<file path="src/rtl/pwm_table_sequencer_pkg.sv">
// Shared definitions for the PWM blocks: playback FSM state encoding, default
// sample/address widths and a counter-width helper.
package pwm_table_sequencer_pkg;

  typedef enum logic [1:0] {
    StIdle = 2'd0,
    StPlay = 2'd1,
    StDone = 2'd2
  } pwm_state_e;

  localparam int unsigned DefDataWidth = 8;
  localparam int unsigned DefAddrWidth = 7;

  // Width of a counter that runs 0..div-1; never narrower than one bit.
  function automatic int unsigned cnt_width(input int unsigned div);
    return (div > 1) ? $clog2(div) : 1;
  endfunction

endpackage

</file>
<file path="src/rtl/pwm_table_sequencer_tick_gen.sv">
// Clock-enable generator: a counter that runs 0..TICK_DIV-1 while enabled.
// Ports:
//   ClkOsc  system clock
//   Rst     asynchronous reset, active low
//   En      advance the counter this cycle
//   Clr     force the counter to 0 (wins over En)
//   Tick    high while the counter is 0
module pwm_table_sequencer_tick_gen
  import pwm_table_sequencer_pkg::*;
#(
  parameter int unsigned TICK_DIV = 50000
) (
  input  logic ClkOsc,
  input  logic Rst,
  input  logic En,
  input  logic Clr,
  output logic Tick
);

  localparam int unsigned CntW = cnt_width(TICK_DIV);
  localparam logic [CntW-1:0] CntMax = CntW'(TICK_DIV - 1);

  logic [CntW-1:0] cnt_q, cnt_d;

  always_comb begin
    cnt_d = cnt_q;
    if (Clr) begin
      cnt_d = '0;
    end else if (En) begin
      cnt_d = (cnt_q == CntMax) ? '0 : cnt_q + CntW'(1);
    end
  end

  always_ff @(posedge ClkOsc or negedge Rst) begin
    if (!Rst) begin
      cnt_q <= '0;
    end else begin
      cnt_q <= cnt_d;
    end
  end

  assign Tick = (cnt_q == '0);

endmodule

</file>
<file path="src/rtl/pwm_table_sequencer.sv">
// Playback sequencer and host-write arbiter for the PWM signal-table RAM.
// Issues one table read every TICK_DIV cycles while playing (one-shot or loop)
// and slots host writes onto the same single RAM port, reads first.
// Ports:
//   ClkOsc, Rst                  clock, asynchronous active-low reset
//   Start, Stop                  1-cycle control pulses (Stop wins)
//   Loop                         wrap at end of table when high
//   HostWrReq/Addr/Data          host write request (held until HostWrAck)
//   HostWrAck, HostErr           request consumed / address out of range
//   MemAddr, MemWR, MemRdEn,
//   MemDataIn                    RAM port
//   Playing, Done                status
module pwm_table_sequencer
  import pwm_table_sequencer_pkg::*;
#(
  parameter int unsigned DATA_WIDTH  = DefDataWidth,
  parameter int unsigned ADDR_WIDTH  = DefAddrWidth,
  parameter int unsigned TABLE_DEPTH = 100,
  parameter int unsigned TICK_DIV    = 50000
) (
  input  logic                  ClkOsc,
  input  logic                  Rst,
  input  logic                  Start,
  input  logic                  Stop,
  input  logic                  Loop,
  input  logic                  HostWrReq,
  input  logic [ADDR_WIDTH-1:0] HostAddr,
  input  logic [DATA_WIDTH-1:0] HostData,
  output logic                  HostWrAck,
  output logic                  HostErr,
  output logic [ADDR_WIDTH-1:0] MemAddr,
  output logic                  MemWR,
  output logic                  MemRdEn,
  output logic [DATA_WIDTH-1:0] MemDataIn,
  output logic                  Playing,
  output logic                  Done
);

  localparam logic [ADDR_WIDTH-1:0] LastAddr = ADDR_WIDTH'(TABLE_DEPTH - 1);
  localparam logic [ADDR_WIDTH:0]   DepthExt = (ADDR_WIDTH + 1)'(TABLE_DEPTH);

  pwm_state_e state_q;
  logic [ADDR_WIDTH-1:0] play_addr_q;  // address of the next read
  logic [ADDR_WIDTH-1:0] last_addr_q;  // address of the most recent read
  logic                  end_q;        // last read was the final table entry
  logic                  rd_q, wr_q, ack_q, err_q, done_q;
  logic [ADDR_WIDTH-1:0] mem_addr_q;
  logic [DATA_WIDTH-1:0] mem_data_q;

  logic tick, in_play, start_ok, go_done, play_read, read_due, run, clear;
  logic grant, addr_bad, wr_go;
  logic [ADDR_WIDTH-1:0] rd_addr, last_addr_d;

  // Outputs are registered, so every decision is made on the edge that opens
  // the cycle it affects. The tick counter is held at 0 outside playback, so
  // Tick marks "the next cycle is a sample slot".
  assign in_play   = (state_q == StPlay);
  assign start_ok  = Start && !Stop && !in_play;
  assign go_done   = in_play && tick && end_q && !Loop && !Stop;
  assign play_read = in_play && tick && !Stop && !go_done;
  assign read_due  = start_ok || play_read;
  assign run       = (in_play && !Stop && !go_done) || start_ok;
  assign clear     = Stop && (state_q != StIdle);
  assign rd_addr   = start_ok ? '0 : play_addr_q;

  // ack_q blocks a second grant for a request the host is still holding.
  assign grant    = HostWrReq && !ack_q && !read_due;
  assign addr_bad = ({1'b0, HostAddr} >= DepthExt);
  assign wr_go    = grant && !addr_bad;

  assign last_addr_d = clear ? '0 : (read_due ? rd_addr : last_addr_q);

  pwm_table_sequencer_tick_gen #(
    .TICK_DIV(TICK_DIV)
  ) u_tick_gen (
    .ClkOsc(ClkOsc),
    .Rst   (Rst),
    .En    (run),
    .Clr   (!run),
    .Tick  (tick)
  );

  always_ff @(posedge ClkOsc or negedge Rst) begin
    if (!Rst) begin
      state_q     <= StIdle;
      play_addr_q <= '0;
      last_addr_q <= '0;
      end_q       <= 1'b0;
      rd_q        <= 1'b0;
      wr_q        <= 1'b0;
      ack_q       <= 1'b0;
      err_q       <= 1'b0;
      done_q      <= 1'b0;
      mem_addr_q  <= '0;
      mem_data_q  <= '0;
    end else begin
      unique case (state_q)
        StIdle:  if (start_ok) state_q <= StPlay;
        StPlay: begin
          if (Stop) state_q <= StIdle;
          else if (go_done) state_q <= StDone;
        end
        StDone: begin
          if (Stop) state_q <= StIdle;
          else if (Start) state_q <= StPlay;
        end
        default: state_q <= StIdle;
      endcase

      if (clear) begin
        play_addr_q <= '0;
        end_q       <= 1'b0;
      end else if (read_due) begin
        play_addr_q <= (rd_addr == LastAddr) ? '0 : rd_addr + ADDR_WIDTH'(1);
        end_q       <= (rd_addr == LastAddr);
      end

      last_addr_q <= last_addr_d;
      rd_q        <= read_due;
      wr_q        <= wr_go;
      ack_q       <= grant;
      err_q       <= grant && addr_bad;
      done_q      <= go_done;

      if (read_due) begin
        mem_addr_q <= rd_addr;
      end else if (wr_go) begin
        mem_addr_q <= HostAddr;
        mem_data_q <= HostData;
      end else begin
        mem_addr_q <= last_addr_d;
      end
    end
  end

  assign MemAddr   = mem_addr_q;
  assign MemWR     = wr_q;
  assign MemRdEn   = rd_q;
  assign MemDataIn = mem_data_q;
  assign HostWrAck = ack_q;
  assign HostErr   = err_q;
  assign Playing   = in_play;
  assign Done      = done_q;

endmodule

</file>
<file path="config.mk">
export PLATFORM = sky130hd
export DESIGN_NAME = pwm_table_sequencer
export DESIGN_NICKNAME = d
export VERILOG_FILES = /design/src/rtl/pwm_table_sequencer_pkg.sv /design/src/rtl/pwm_table_sequencer_tick_gen.sv /design/src/rtl/pwm_table_sequencer.sv
export SDC_FILE = /design/constraint.sdc
export NUM_CORES = 1
export LEC_CHECK = 0
export ABC_AREA = 1
export CAP_MARGIN = 10
export CORE_AREA = 2 2 80 82
export DETAILED_ROUTE_END_ITERATION = 16
export DIE_AREA = 0 0 82 84
export PLACE_DENSITY = 0.85
export SLEW_MARGIN = 20
export SYNTH_ARGS = -nofsm -noshare
export SYNTH_HDL_FRONTEND = slang
export SYNTH_HIERARCHICAL = 1
export SYNTH_SLANG_ARGS = --single-unit
</file>
<file path="constraint.sdc">
create_clock -name ClkOsc -period 2.5 [get_ports ClkOsc]
set_clock_uncertainty 0.1 [all_clocks]
set_input_delay 0.625 -clock ClkOsc [delete_from_list [all_inputs] [get_ports ClkOsc]]
set_output_delay 0.625 -clock ClkOsc [all_outputs]
set_load 0.05 [all_outputs]
</file>
==> flow_summary.ini <==
[grt]
first_global_vias = 2633
antenna_found_initial = 0
grt_max_degree = 54
gr-total-overflow = 0
grt_pass1_wl_um = 11500
grtUsageTotal = 0.212

[final_layout]
drive_above_1_share = 0.198
post-route-util = 0.607
syn_to_final_growth_pct = 29.9
final_net_count = 458
diodes = 0

[die]
start_util = 0.467
num_rows = 29
fp.dieW_um = 82
die_area_um2 = 6890
core_region_area_um2 = 6100
die_h_um = 84
num_io_pins = 42

[place]
dp.final_hpwl_um = 5010
preCtsSetupSlack_ps = -174
routabilityCongestion = 0.894
port_buffers = 41

[pwr]
p_per_area_nw_per_um2 = 866
ir_drop_v = 0.000643
leakage_nw = 1.82

[detailed_routing]
via_per_inst = 5.09
ant_nets = 0
drt_pass1_iterations = 4
drtIter0Drc = 189
dr_total_vias = 2607
wirelength_um = 6740
drcViolationCount = 0
routedWlPerCell_um = 13.2

[timing]
tightest_slew_ps = 524
max_freq_mhz = 412
slew_violations = 0
slew_headroom = 0.650
setup_violations = 0
period_share = 0.971
rsz0062_at_grt = false
tns_ps = 0
fin_crit_ps = 2430
fin_ws_ps = 71.5
hold_viol = 0

[status]
outcome = finished, final reports clean

[setup_path]
critPathMaxStageDelay_ps = 800
critPathLaunchType = flop
cp_slowest_cell = clkdlybuf4s50_1
crit_required_ps = 1770
crit_path_end_kind = primary output
worstSetupPathType = reg -> out
crit_chain = inv_1 > nor2_1 > clkdlybuf4s50_1
crit_arrival_ps = 1700
worstPathMaxFanout = 3

[logic_synthesis]
synth_nets = 384
ys.flop_type = dfrtp_1
synthCells = 360
synth_common_cells = 115 x nand2_1, 53 x dfrtp_1, 40 x nand3_1
synth-warning-count = 6
synth.most_common_cell = nand2_1
ys_types = 34
syn_area_um2 = 2850
synth_edf_count = 0
ys_seq_area_frac = 0.466
avgSynthCellArea_um2 = 7.91
synth_top_area_share = 0.466
synth_top_cell_by_area = dfrtp_1
ys_ff_latch = 53
async_reset_ff_frac = 1.00
post_synth_main_area_contributors = dfrtp_1 47%, nand2_1 15%, nand3_1 7.0%

[clocking]
cts.sinks = 53
ctsRootBufferMaster = clkbuf_8
htree_levels = 2
clk_pin_slew_ps = 100
clk_latency_ps = 320
tritoncts = done
cts_buffers = 5
clk_path_buf_depth = 2

[hold_path]
min-delay-path-class = in -> async

[job]
drv_cap = 0
==> logic make-up after synthesis <==
family,Yosys count,synth area share
xor+xnor,6,0.0185
flops,53,0.466
fa+ha+maj,3,0.0132
simple gates,219,0.362
buf+inv,46,0.0721
compound gates,33,0.0681
==> stage by stage <==
step                cell area (um2)  instances  power (W)  hold slack, ps
detailed placement             3520        499    0.00261             364
floorplan                      2850        360    0.00207             229
finish                         3700        512    0.00320             180
global placement               3520        499    0.00256             363
global route                   3700        512    0.00337             198
CTS                            3610        507    0.00313             192
==> critical path, delay by kind of cell, from the launching register on <==
kind,cells,cell delay [ps]
and+or+nand+nor,1,90
DFF,1,420
buffers and inverters,2,870
==> path summary, 6_finish.rpt <==
| check | start | end | slack (ps) | depth (start not counted) |
|---|---|---|---|---|
| worst min-delay path | Rst | u_tick_gen/cnt_q[12] | 180 | 2 |
| worst max-delay path | state_q[0] | Playing | 70 | 3 |
| min in group ClkOsc | MemDataIn[0] | MemDataIn[0] | 390 | 2 |
| worst min register to register | MemDataIn[0] | MemDataIn[0] | 390 | 2 |
| worst max register to register | u_tick_gen/cnt_q[0] | u_tick_gen/cnt_q[3] | 150 | 14 |
| max in group asynchronous | Rst | u_tick_gen/cnt_q[3] | 1860 | 2 |
==> where the power goes <==
| part | switching, W | total (W) | internal, W | leakage (nW) |
|---|---|---|---|---|
| Clock | 0.000315 | 0.000520 | 0.000204 | 0.0423 |
| Combinational | 0.00101 | 0.00158 | 0.000572 | 1.07 |
| Sequential | 0.0000900 | 0.00110 | 0.00101 | 0.712 |
| Total | 0.00141 | 0.00320 | 0.00179 | 1.82 |
==> area by class of cell <==
class	instances	area, um2
timing repair buffer	73	662
tap	77	96.3
sequential	53	1330
clock buffer	5	68.8
inverter	40	150
multi-input combinational	261	1370
fill	497	2400
clock inverter	3	26.3
==> routing by layer <==
metal,routed length (um),GRT usage,up-vias
met3,261,0.0368,11
met4,101,0.0636,0
met1,2810,0.266,1237
met2,3560,0.366,65
li1,-,-,1294
met5,0,0,-
==> cell usage in the layout, fill, tap and decap left out, drive strengths merged <==
master	count
o21ai	11
xnor2	2
o22ai	3
dfrtp	53
nand4	8
ha	3
nand3b	1
nor4	1
inv	41
nand2	125
o21bai	3
nor2	39
nand3	42
or2	2
clkbuf	5
clkdlybuf4s50	40
a21oi	15
clkinvlp	2
xor2	4
nor3	1
buf	33
a21boi	1
==> registers in the layout, summed over array words and instances (netlist names) <==
register	count
Done	1
HostErr	1
HostWrAck	1
MemAddr	7
MemDataIn	8
MemRdEn	1
MemWR	1
end_q	1
last_addr_q	7
play_addr_q	7
state_q	2
u_tick_gen/cnt_q	16
==> what timing repair did <==
action                     in CTS  in global routing
pin swaps                       1                  7
hold buffers                    0                  0
setup buffers                   0                  5
resized for setup               0                 18
setup endpoints to repair       7                 16
gates cloned                    0                  0
No activity file was read; power rests on OpenSTA's default activity.
